===== src/rtl/riscv_lsu.sv =====
// riscv_lsu - load/store unit between the core data port and a
// variable-latency, word-organised data memory.
//
// A core access is checked for legality and alignment, latched, and
// presented to memory as a word-aligned, byte-enabled request. The core
// is stalled until the memory answers, or until the timeout expires.
// Store data is replicated across the byte lanes. Load data is extracted
// from the returned word and then sign- or zero-extended.
//
// Ports
//   clk_i, rst_i      clock; synchronous active-high reset
//   core_req_i        core requests a data access
//   core_we_i         1 = store, 0 = load
//   core_size_i[2:0]  funct3 size: 0=B 1=H 2=W 4=BU 5=HU
//   core_addr_i[31:0] byte address
//   core_wd_i[31:0]   store data, LSB-aligned
//   core_rd_o[31:0]   extended load result, valid in DONE, held until next DONE
//   core_stall_o      core must hold state and request
//   core_err_o        one-cycle pulse: illegal/misaligned access or timeout
//   mem_req_o         memory request (REQ state only)
//   mem_we_o          memory write
//   mem_be_o[3:0]     byte enables
//   mem_addr_o[31:0]  word address, [1:0] = 00
//   mem_wd_o[31:0]    lane-replicated store data
//   mem_rd_i[31:0]    memory read word, valid with mem_ready_i
//   mem_ready_i       memory completes the request this cycle
//
// state | meaning
// ------+-------------------------------------------------------------
// IDLE  | waiting for a core request; illegal requests answered here
// REQ   | memory request outstanding, counting cycles toward timeout
// DONE  | result presented to the core for one cycle, stall released
module riscv_lsu #(
    parameter int unsigned MEM_TIMEOUT = 255
) (
    input  logic        clk_i,
    input  logic        rst_i,
    input  logic        core_req_i,
    input  logic        core_we_i,
    input  logic [2:0]  core_size_i,
    input  logic [31:0] core_addr_i,
    input  logic [31:0] core_wd_i,
    output logic [31:0] core_rd_o,
    output logic        core_stall_o,
    output logic        core_err_o,
    output logic        mem_req_o,
    output logic        mem_we_o,
    output logic [3:0]  mem_be_o,
    output logic [31:0] mem_addr_o,
    output logic [31:0] mem_wd_o,
    input  logic [31:0] mem_rd_i,
    input  logic        mem_ready_i
);

    typedef enum logic [1:0] {
        ST_IDLE = 2'd0,
        ST_REQ  = 2'd1,
        ST_DONE = 2'd2
    } state_t;

    localparam int unsigned CNT_W = (MEM_TIMEOUT > 1) ? $clog2(MEM_TIMEOUT + 1) : 1;
    // The access ends in the REQ cycle where the count of earlier
    // ready-less cycles equals MEM_TIMEOUT-1, so exactly MEM_TIMEOUT
    // REQ cycles are spent before giving up.
    localparam logic [CNT_W-1:0] CNT_LAST =
        CNT_W'((MEM_TIMEOUT == 0) ? 0 : (MEM_TIMEOUT - 1));
    localparam logic TIMEOUT_EN = (MEM_TIMEOUT != 0);

    state_t           state_q, state_d;
    logic [CNT_W-1:0] cnt_q, cnt_d;
    logic             we_q, we_d;
    logic [2:0]       size_q, size_d;
    logic [31:0]      addr_q, addr_d;
    logic [31:0]      wd_q, wd_d;
    logic [31:0]      rd_q, rd_d;
    logic             to_err_q, to_err_d;

    logic             access_legal;
    logic             illegal_req;
    logic             in_req;

    function automatic logic is_legal(input logic [2:0] size, input logic [1:0] off);
        logic ok;
        case (size)
            3'd0, 3'd4: ok = 1'b1;
            3'd1, 3'd5: ok = ~off[0];
            3'd2:       ok = (off == 2'b00);
            default:    ok = 1'b0;
        endcase
        return ok;
    endfunction

    // Only legal sizes are ever latched, so size[1:0] fully selects the width.
    function automatic logic [3:0] byte_en(input logic [2:0] size, input logic [1:0] off);
        logic [3:0] be;
        case (size[1:0])
            2'd0:    be = 4'b0001 << off;
            2'd1:    be = off[1] ? 4'b1100 : 4'b0011;
            default: be = 4'b1111;
        endcase
        return be;
    endfunction

    function automatic logic [31:0] store_data(input logic [2:0] size, input logic [31:0] wd);
        logic [31:0] d;
        case (size[1:0])
            2'd0:    d = {4{wd[7:0]}};
            2'd1:    d = {2{wd[15:0]}};
            default: d = wd;
        endcase
        return d;
    endfunction

    function automatic logic [31:0] load_data(input logic [2:0]  size,
                                              input logic [1:0]  off,
                                              input logic [31:0] word);
        logic [7:0]  b;
        logic [15:0] h;
        logic [31:0] d;
        b = word[8*off +: 8];
        h = word[16*off[1] +: 16];
        case (size)
            3'd0:    d = {{24{b[7]}}, b};
            3'd4:    d = {24'd0, b};
            3'd1:    d = {{16{h[15]}}, h};
            3'd5:    d = {16'd0, h};
            default: d = word;
        endcase
        return d;
    endfunction

    always_ff @(posedge clk_i) begin
        if (rst_i) begin
            state_q  <= ST_IDLE;
            cnt_q    <= '0;
            we_q     <= 1'b0;
            size_q   <= '0;
            addr_q   <= '0;
            wd_q     <= '0;
            rd_q     <= '0;
            to_err_q <= 1'b0;
        end else begin
            state_q  <= state_d;
            cnt_q    <= cnt_d;
            we_q     <= we_d;
            size_q   <= size_d;
            addr_q   <= addr_d;
            wd_q     <= wd_d;
            rd_q     <= rd_d;
            to_err_q <= to_err_d;
        end
    end

    always_comb begin
        state_d  = state_q;
        cnt_d    = cnt_q;
        we_d     = we_q;
        size_d   = size_q;
        addr_d   = addr_q;
        wd_d     = wd_q;
        rd_d     = rd_q;
        to_err_d = to_err_q;

        case (state_q)
            ST_IDLE: begin
                cnt_d    = '0;
                to_err_d = 1'b0;
                if (core_req_i && access_legal) begin
                    we_d    = core_we_i;
                    size_d  = core_size_i;
                    addr_d  = core_addr_i;
                    wd_d    = core_wd_i;
                    state_d = ST_REQ;
                end
            end
            ST_REQ: begin
                if (mem_ready_i) begin
                    rd_d    = we_q ? 32'd0 : load_data(size_q, addr_q[1:0], mem_rd_i);
                    cnt_d   = '0;
                    state_d = ST_DONE;
                end else if (TIMEOUT_EN && (cnt_q == CNT_LAST)) begin
                    rd_d     = 32'd0;
                    to_err_d = 1'b1;
                    cnt_d    = '0;
                    state_d  = ST_DONE;
                end else if (TIMEOUT_EN) begin
                    cnt_d = cnt_q + 1'b1;
                end
            end
            ST_DONE: begin
                cnt_d    = '0;
                to_err_d = 1'b0;
                state_d  = ST_IDLE;
            end
            default: begin
                state_d = ST_IDLE;
            end
        endcase
    end

    always_comb begin
        access_legal = is_legal(core_size_i, core_addr_i[1:0]);
        illegal_req  = (state_q == ST_IDLE) && core_req_i && !access_legal;
        in_req       = (state_q == ST_REQ);

        core_stall_o = core_req_i && (state_q != ST_DONE) && access_legal;
        core_err_o   = illegal_req || ((state_q == ST_DONE) && to_err_q);
        core_rd_o    = illegal_req ? 32'd0 : rd_q;

        mem_req_o    = in_req;
        mem_we_o     = in_req && we_q;
        mem_be_o     = in_req ? byte_en(size_q, addr_q[1:0]) : 4'b0000;
        mem_addr_o   = in_req ? {addr_q[31:2], 2'b00} : 32'd0;
        mem_wd_o     = in_req ? store_data(size_q, wd_q) : 32'd0;
    end

endmodule

===== config.mk =====
export PLATFORM = sky130hd
export DESIGN_NAME = riscv_lsu
export DESIGN_NICKNAME = d
export VERILOG_FILES = /design/src/rtl/riscv_lsu.sv
export SDC_FILE = /design/constraint.sdc
export NUM_CORES = 1
export LEC_CHECK = 0
export ABC_CLOCK_PERIOD_IN_PS = 2300
export BUFFER_PORTS_ARGS = -buffer_cell sky130_fd_sc_hd__clkbuf_2
export CAP_MARGIN = 40
export CORE_ASPECT_RATIO = 1.2
export CORE_MARGIN = 5
export CORE_UTILIZATION = 25
export DETAILED_ROUTE_END_ITERATION = 12
export PLACE_DENSITY = 0.59
export SLEW_MARGIN = 20
export SYNTH_ARGS = -nofsm -noshare
export SYNTH_HDL_FRONTEND = slang
export SYNTH_SLANG_ARGS = --single-unit

===== constraint.sdc =====
create_clock -name clk_i -period 2.3 [get_ports clk_i]
set_input_delay 0.575 -clock clk_i [delete_from_list [all_inputs] [get_ports clk_i]]
set_output_delay 0.575 -clock clk_i [all_outputs]
set_load 0.005 [all_outputs]

# Yosys cells after proc, flatten, opt, wreduce, memory -nomap -nowiden
# Index checks and enable logic that the tools add are counted.
# totals
wordCells	74
input_bits	104
ff_bits	111
# classes
addsub	1
n_eq_ne	16
n_reduce_logical	23
n_mux	22
bitwise_logic	1
n_shift	3
# op_table
op	n
2-to-1 mux 32 bit	6
one-hot mux 32 bit (4 select lines)	1
one-hot mux 32 bit (2 select lines)	1
variable part select 32 x 6 -> 16 bit	1
variable part select 32 x 6 -> 8 bit	1
2-to-1 mux 8 bit	2
one-hot mux 8 bit (2 select lines)	1
equality test 3 bit (second input constant)	4
adder 8 x 1 -> 8 bit (second input constant)	1
equality test 8 bit (second input constant)	1
2-to-1 mux 4 bit	2
one-hot mux 4 bit (2 select lines)	1
logical AND 1 bit	7
equality test 3 x 1 -> 1 bit (second input constant)	2
logical NOT 2 bit	3
logical NOT 3 bit	2
2-to-1 mux 2 bit	3
inequality test 2 bit (second input constant)	3
AND reduction 2 bit	3
OR reduction 2 bit	3
equality test 2 x 1 -> 1 bit (second input constant)	2
one-hot mux 2 bit (2 select lines)	1
nonzero test 2 bit	2
<< shifter 1 x 2 -> 4 bit (first input constant)	1
other kinds (11)	12

# Logic depth before layout (Yosys ltp)
# Gate-level depths: netlist (run 1).
# logic_depth
ltp_word	6
depth_mapped	7
mapped_depth_nobuf	6

# Worst setup path after synthesis (run 1)
# OpenSTA, ideal clock, no wires.
# synth_path
path_kind	input to output
startpoint	input core_addr_i[0]
endpoint	output core_rd_o[22]
slack_ns	0.021
arrival_ns	1.704
path_buffers	1
required_ns	1.725
path_stages	5
cell_sequence	nor4_1 -> nor2_1 -> nand2_1 -> clkbuf_1 -> and2_1
# synth_between
elab_chain_len	5
# synth_rtl
element	line_no	source
start, declared	41	input logic [31:0] core_addr_i,
logical NOT 2 bit or NOT 1 bit (tied branches)	87, 86	
one-hot mux 1 bit (3 select lines) *	84	case (size)
logical NOT 1 bit *	203	illegal_req = (state_q == ST_IDLE) && core_req_i && !access_legal;
logical AND 1 bit *	203	
2-to-1 mux 32 bit *	208	core_rd_o = illegal_req ? 32'd0 : rd_q;
end, declared	43	output logic [31:0] core_rd_o,
# Every way passes the cells marked *; elsewhere a longest branch is shown, timed or not.

# Worst setup path in the final report (run 1)
# layout_path
startpoint	input core_addr_i[0]
endpoint	output core_rd_o[10]
# Same word-level chain as after synthesis.

==> flow_summary.yaml, run 1 <==
status:
  outcome: "finished clean"
die:
  die_h_um: 171
  floorplan.die_area_um2: 24800
  die_w_um: 144
  ios: 208
  fp-row-count: 59
  fp.coreArea_um2: 21600
  initial_core_util: 0.252
run:
  cap_viol_max_count: 0
synth:
  synth_top_cell_area_share: 0.409
  syn_area_per_cell_um2: 7.72
  ys_top_cells_by_count: "nand2_1 (170), dfxtp_1 (111), a21oi_1 (101)"
  netlist_instances: 703
  yosysSeqAreaShare: 0.409
  asyncSetResetFlopFracSynth: 0
  yosysMostFrequentCell: "nand2_1"
  postSynthRegisterBits: 111
  mappedNetlistArea_um2: 5430
  dominantRegCellSynth: "dfxtp_1"
  synth.largest_area_cell: "dfxtp_1"
  synthesis.yosys.warnings: 0
  muxShareOfSynthArea: 0.0599
  synth_simple_gate_area_share: 0.269
  yosysUniqueCellTypes: 53
  synth_compound_gate_area_share: 0.196
  synthAdderAreaFrac: 0.00461
  synth_xor_xnor_area_share: 0
  synth_top_family_by_area: "simple AND/OR/NAND/NOR gates"
  synth_edf_count: 0
  netlist_top_cells_area: "dfxtp_1 (41%), nand2_1 (12%), a21oi_1 (9.3%)"
global_routing:
  gr-total-overflow: 0
  number_of_antenna_violations_at_the_first_check_in_global_routing: 2
  groute.usage.overall: 0.147
  grt_first_pass_wirelength_um: 28600
  grt_max_degree: 44
  grt_pass1_vias: 5273
worst_setup_path:
  worstPathMaxFanout: 25
  startpoint_of_the_worst_setup_timing_path: "core_addr_i[0]"
  cp_data_arrival_time_ns: 1.65
  worst-r2r-cell-count: 4
  worstReg2RegStart: "addr_q[1]$_SDFFE_PP0P_"
  timing.reg2reg.setup_slack_ns: 0.35
  r2r-end: "rd_q[9]$_SDFFE_PP0P_"
  cp_data_required_time_ns: 1.73
  cp-start-kind: "input port"
  crit_path_kind: "in -> out"
  cp-end-kind: "output port"
routing:
  drc: 0
  routedWlPerCell_um: 15.8
  drt_iter0_markers: 317
  drt.antenna.violating_nets: 0
  vias_per_cell: 4.72
  route.vias.total: 5542
  drt_wl_total_um: 18500
  detail_route.first_pass.iterations: 4
timing:
  rsz_0062_raised_after_global_routing: "true"
  slew_headroom: 0.578
  setup_violations: 0
  worstMarginPinSlew_ns: 0.624
  report.final.hold_viol_count: 0
  final_max_slew_viol_count: 0
  max_clock_freq_ghz: 0.449
  setup_tns_ns: 0
  fin_skew_ns: 0.00875
  final.min_clock_period_ns: 2.23
  min_period_over_period: 0.969
cells_and_area:
  utilization: 0.333
  design.final.nets: 1001
  drive_gt1_frac: 0.321
  flow.area_growth_from_synthesis_pct: 32.1
  insertedDiodeCount: 0
power:
  vdd.ir_drop.worst_v: 0.000347
  comb_power_share: 0.137
  share_seq_of_total_power: 0.477
  leakagePower_nw: 3.06
  sw_frac_of_total: 0.276
  power_per_cell_area_nw_per_um2: 600
  power_report.internal_total_mw: 3.11
  netSwitchingPower_mw: 1.19
  clockPowerShare: 0.386
place:
  io_buffers: 205
  gp_congestion: 0.798
  detailed_place_hpwl_um: 13900
clock_network:
  cts-htree-levels: 3
  cts.root.buffer_cell: "clkbuf_16"
  cts.sink_count: 111
  cts.reportedPaths.clkPinSlew_ns: 0.08
  maximum_count_of_clock_buffers_along_a_single_path: 2
  cts-buffers-inserted: 9
  cts_tree: "yes"
  clock_latency_ns: 0.36
worst_hold_path:
  hold_start: "core_addr_i[5]"
  min_path_type: "in -> reg"
  holdPathStages: 3
  holdPathEnd: "addr_q[5]$_SDFFE_PP0P_"
## per-stage QoR
step                worst slack (ns)  cells  instance area, um^2  hold WS, ns  power (mW)
floorplan                     0.0212    704                 5430        0.418        2.40
global placement             -0.0579   1157                 6800        0.437        2.67
detailed placement            -0.157   1157                 6800        0.442        2.68
global route                 -0.0200   1174                 7170        0.419        4.53
finish                        0.0712   1174                 7170        0.432        4.30
CTS                          0.00965   1173                 7140        0.412        4.38
## routing by layer
layer	vias up	global-route usage	share of wire
li1	2775	-	-
met5	-	0	0.0011
met2	191	0.242	0.47
met3	25	0.0342	0.079
met1	2547	0.187	0.43
met4	4	0.0552	0.024
## flip-flops by register name, summed over array words and instances, names as in the netlist
name      cells
wd_q         32
cnt_q         8
addr_q       32
state_q       2
size_q        3
rd_q         32
we_q          1
to_err_q      1
## worst max-delay path, stage by stage
cell,delay [ns]
clkbuf_2,0.11
buf_4,0.11
a21oi_1,0.07
nor2_2,0.20
nand2_2,0.12
buf_12,0.17
and2_1,0.16
clkbuf_2,0.11
## what timing repair did
item / CTS / global route
setup buffers: 0 / 0
pin swaps: 1 / 1
setup endpoints to repair: 57 / 64
hold buffers: 0 / 0
cloned: 0 / 1
resized for setup: 7 / 6
## cell families after synthesis
logic type               count (synthesis)
multiplexers                            29
buffers and inverters                   76
adder cells (fa/ha/maj)                  2
other                                    1
AND/OR/NAND/NOR                        316
AO/OA/AOI/OAI                          168
flip-flops                             111
## placed cells by master, fill, tap and decap left out, drive strengths merged, types with 2 or more instances in the layout
cell      instances
clkinvlp          2
o32ai             6
and2             66
o2bb2ai           2
o22ai             8
nor2             47
o21ai             4
a21o              7
ha                2
a221o            18
nand4             3
buf              30
clkinv            2
or2               3
mux4              2
nand2           170
o21bai            2
mux2              8
o21a              2
a21oi           101
nand3             8
a221oi            7
dfxtp           111
nand2b            4
a31oi             5
clkbuf          213
nor3              2
nor3b             2
conb              2
inv              23
nor4              5
mux2i            19
## area by class of cell
class / instances / area, um^2
Fill cell: 2347 / 14400
Multi-Input combinational cell: 518 / 2930
Sequential cell: 111 / 2220
Timing Repair Buffer: 234 / 1280
Tap cell: 274 / 343
Clock buffer: 9 / 225
Clock inverter: 7 / 90.1
Inverter: 21 / 78.8
## power by group through the flow
stage | registers (mW) | logic [mW] | clock network, mW
final | 2.05 | 0.589 | 1.66
after floorplan | 2.07 | 0.333 | 0
after detailed placement | 2.10 | 0.585 | 0
after CTS | 2.05 | 0.594 | 1.74
after global placement | 2.09 | 0.580 | 0
after global routing | 2.06 | 0.661 | 1.81
## how the worst max path moves through the flow
stage / slack [ns] / end
after global routing: -0.02 / core_rd_o[10]
final: 0.07 / core_rd_o[10]
after detailed placement: -0.16 / core_rd_o[10]
after floorplan: 0.02 / core_rd_o[22]
after CTS: 0.01 / core_rd_o[10]
after global placement: -0.06 / core_rd_o[0]
(Power assumes the default switching activity.)
==> run 2, diff against run 1 <==
--- a/config.mk
+++ b/config.mk
@@ -7,3 +7,3 @@
 export LEC_CHECK = 0
-export ABC_CLOCK_PERIOD_IN_PS = 2300
+export ABC_CLOCK_PERIOD_IN_PS = 2100
 export BUFFER_PORTS_ARGS = -buffer_cell sky130_fd_sc_hd__clkbuf_2
@@ -14,3 +14,3 @@
 export DETAILED_ROUTE_END_ITERATION = 12
-export PLACE_DENSITY = 0.59
+export PLACE_DENSITY = 0.57
 export SLEW_MARGIN = 20
==> constraint.sdc (replaced) <==
create_clock -name clk_i -period 2.1 [get_ports clk_i]
set_input_delay 0.525 -clock clk_i [delete_from_list [all_inputs] [get_ports clk_i]]
set_output_delay 0.525 -clock clk_i [all_outputs]
set_load 0.05 [all_outputs]
==> run 2 against run 1 <==
Effect of this change: the run now ends with negative setup slack left; clock skew is 0.0019 ns higher; worst hold slack lost 0.062 ns; wire length rose by 5.2%; clock power is essentially flat; register-to-register slack got worse by 0.13 ns; largest power group unchanged.
==> flow_summary.yaml, run 2 (synthesis gave the netlist of run 1 again) <==
status:
  outcome: "finished with violations"
  failed_checks: "negative setup slack"
global_routing:
  grt_max_usage_layer: "met2"
  grt.met2_usage: 0.249
  grt_first_pass_wirelength_um: 30100
  grt_pass1_vias: 5531
  number_of_antenna_violations_at_the_first_check_in_global_routing: 2
  groute.layer.met3.usage: 0.0395
  grt_max_degree: 53
  gr-total-overflow: 0
  groute.usage.overall: 0.154
  global_route.usage.met1: 0.198
die:
  floorplan.die_area_um2: 24800
  fp-row-count: 59
  die_w_um: 144
  die_h_um: 171
  fp.coreArea_um2: 21600
  ios: 208
  initial_core_util: 0.252
cells_and_area:
  layout_commonest_cell: "nand2_1"
  reg.largest.list: "addr_q (32), rd_q (32), wd_q (32)"
  final-instance-count-excl-fill: 1193
  design.final.nets: 1021
  nFillCells: 2207
  finish.instance_area_um2: 8810
  insertedDiodeCount: 0
  flow.area_growth_from_synthesis_pct: 62.3
  drive_gt1_frac: 0.445
  seqCellArea_um2: 2240
  area_of_the_multi_input_gates_um2: 3500
  layout_common_cells: "nand2_1 (160), dfxtp_1 (105), clkbuf_2 (101)"
worst_setup_path:
  cp-end-kind: "output port"
  worstPathMaxFanout: 27
  cp-start-kind: "input port"
  cp_data_arrival_time_ns: 1.66
  cp_data_required_time_ns: 1.57
  timing.reg2reg.setup_slack_ns: 0.22
  crit_path_kind: "in -> out"
routing:
  drt.antenna.violating_nets: 0
  drt_wl_total_um: 19500
  route.vias.total: 5653
  detail_route.first_pass.iterations: 4
  vias_per_cell: 4.74
  drc: 0
  drt_iter0_markers: 262
  routedWlPerCell_um: 16.4
place:
  gp_congestion: 0.789
  io_buffers: 205
  placedInstanceArea_um2: 7470
  dpl_worst_slack_ns: -0.184
  detailed_place_hpwl_um: 14200
  post-place-cells: 1167
timing:
  worstMarginPinSlew_ns: 0.609
  rsz_0062_raised_after_global_routing: "true"
  final_max_slew_viol_count: 0
  fin_skew_ns: 0.0106
  slew_headroom: 0.594
  min_period_over_period: 1.04
  setup_tns_ns: -2.26
  setup_violations: 41
  final.setup.worst_slack_ns: -0.0849
  report.final.hold_viol_count: 0
  max_clock_freq_ghz: 0.458
  final.min_clock_period_ns: 2.18
power:
  power_per_cell_area_nw_per_um2: 561
  leakagePower_nw: 3.48
  vdd.ir_drop.worst_v: 0.000394
  total_power_mw: 4.94
clock_network:
  cts_tree: "yes"
  cts.reportedPaths.clkPinSlew_ns: 0.08
  cts.root.buffer_cell: "clkbuf_16"
  clock_latency_ns: 0.35
  cts-htree-levels: 3
  maximum_count_of_clock_buffers_along_a_single_path: 2
  postCtsHoldBufs: 0
  cts-buffers-inserted: 9
  cts.sink_count: 111
run:
  cap_viol_max_count: 0
worst_hold_path:
  min_path_type: "in -> reg"
run 2: cell count changes in the layout (fill, tap and decap cells not counted), sizes merged:
cell / before / now
buf: 30 / 110
clkbuf: 213 / 154
inv: 23 / 24
clkinv: 2 / 1
bufinv: 1 / 0
or2: 3 / 2
run 2: timing repair:
item                       CTS  global route
resized for setup          177           106
setup buffers                1             7
pin swaps                    3            20
setup endpoints to repair  102            83
gates cloned                 1             2
run 2: stage by stage:
step / hold WS [ns] / util
floorplan: 0.418 / -
global placement: 0.435 / 0.347
detailed placement: 0.435 / 0.347
CTS: 0.360 / 0.393
global route: 0.364 / 0.409
finish: 0.370 / 0.409
run 2: cell type report:
| class | instances | area share |
|---|---|---|
| clock inverters | 6 | 0.00597 |
| well taps | 274 | 0.0389 |
| clock buffers | 9 | 0.0256 |
| multi-input cells | 517 | 0.397 |
| repair buffers | 255 | 0.269 |
| flip-flops and latches | 111 | 0.254 |
| inverters | 21 | 0.00952 |
run 2: worst max-delay path: stages:
cell	delay, ns
buf_8	0.10
nor4_4	0.33
nor2_4	0.10
nand2_2	0.09
buf_12	0.17
and2_1	0.18
buf_8	0.15
run 2: routing by layer:
layer  vias up  part of all wire  routed length, um
met5         -           0.00067                 13
met4         2             0.019                380
met3        22             0.069               1350
met2       188              0.48               9330
met1      2631              0.43               8440
li1       2810                 -                  -
run 2: report_power, final:
group / internal, mW / switching (mW) / leakage (nW)
clock: 0.821 / 0.841 / 0.131
sequential: 2.19 / 0.0740 / 0.905
combinational: 0.436 / 0.585 / 2.45
total: 3.44 / 1.50 / 3.48
run 2: worst paths after layout:
check / start / to / cells after the start
setup / recovery: core_size_i[0] / core_rd_o[10] / 7
hold / removal: core_wd_i[6] / wd_q[6]$_SDFFE_PP0P_ / 3
setup reg to reg: cnt_q[1]$_SDFFE_PP0P_ / rd_q[29]$_SDFFE_PP0P_ / 6
hold reg to reg: rd_q[9]$_SDFFE_PP0P_ / rd_q[9]$_SDFFE_PP0P_ / 1
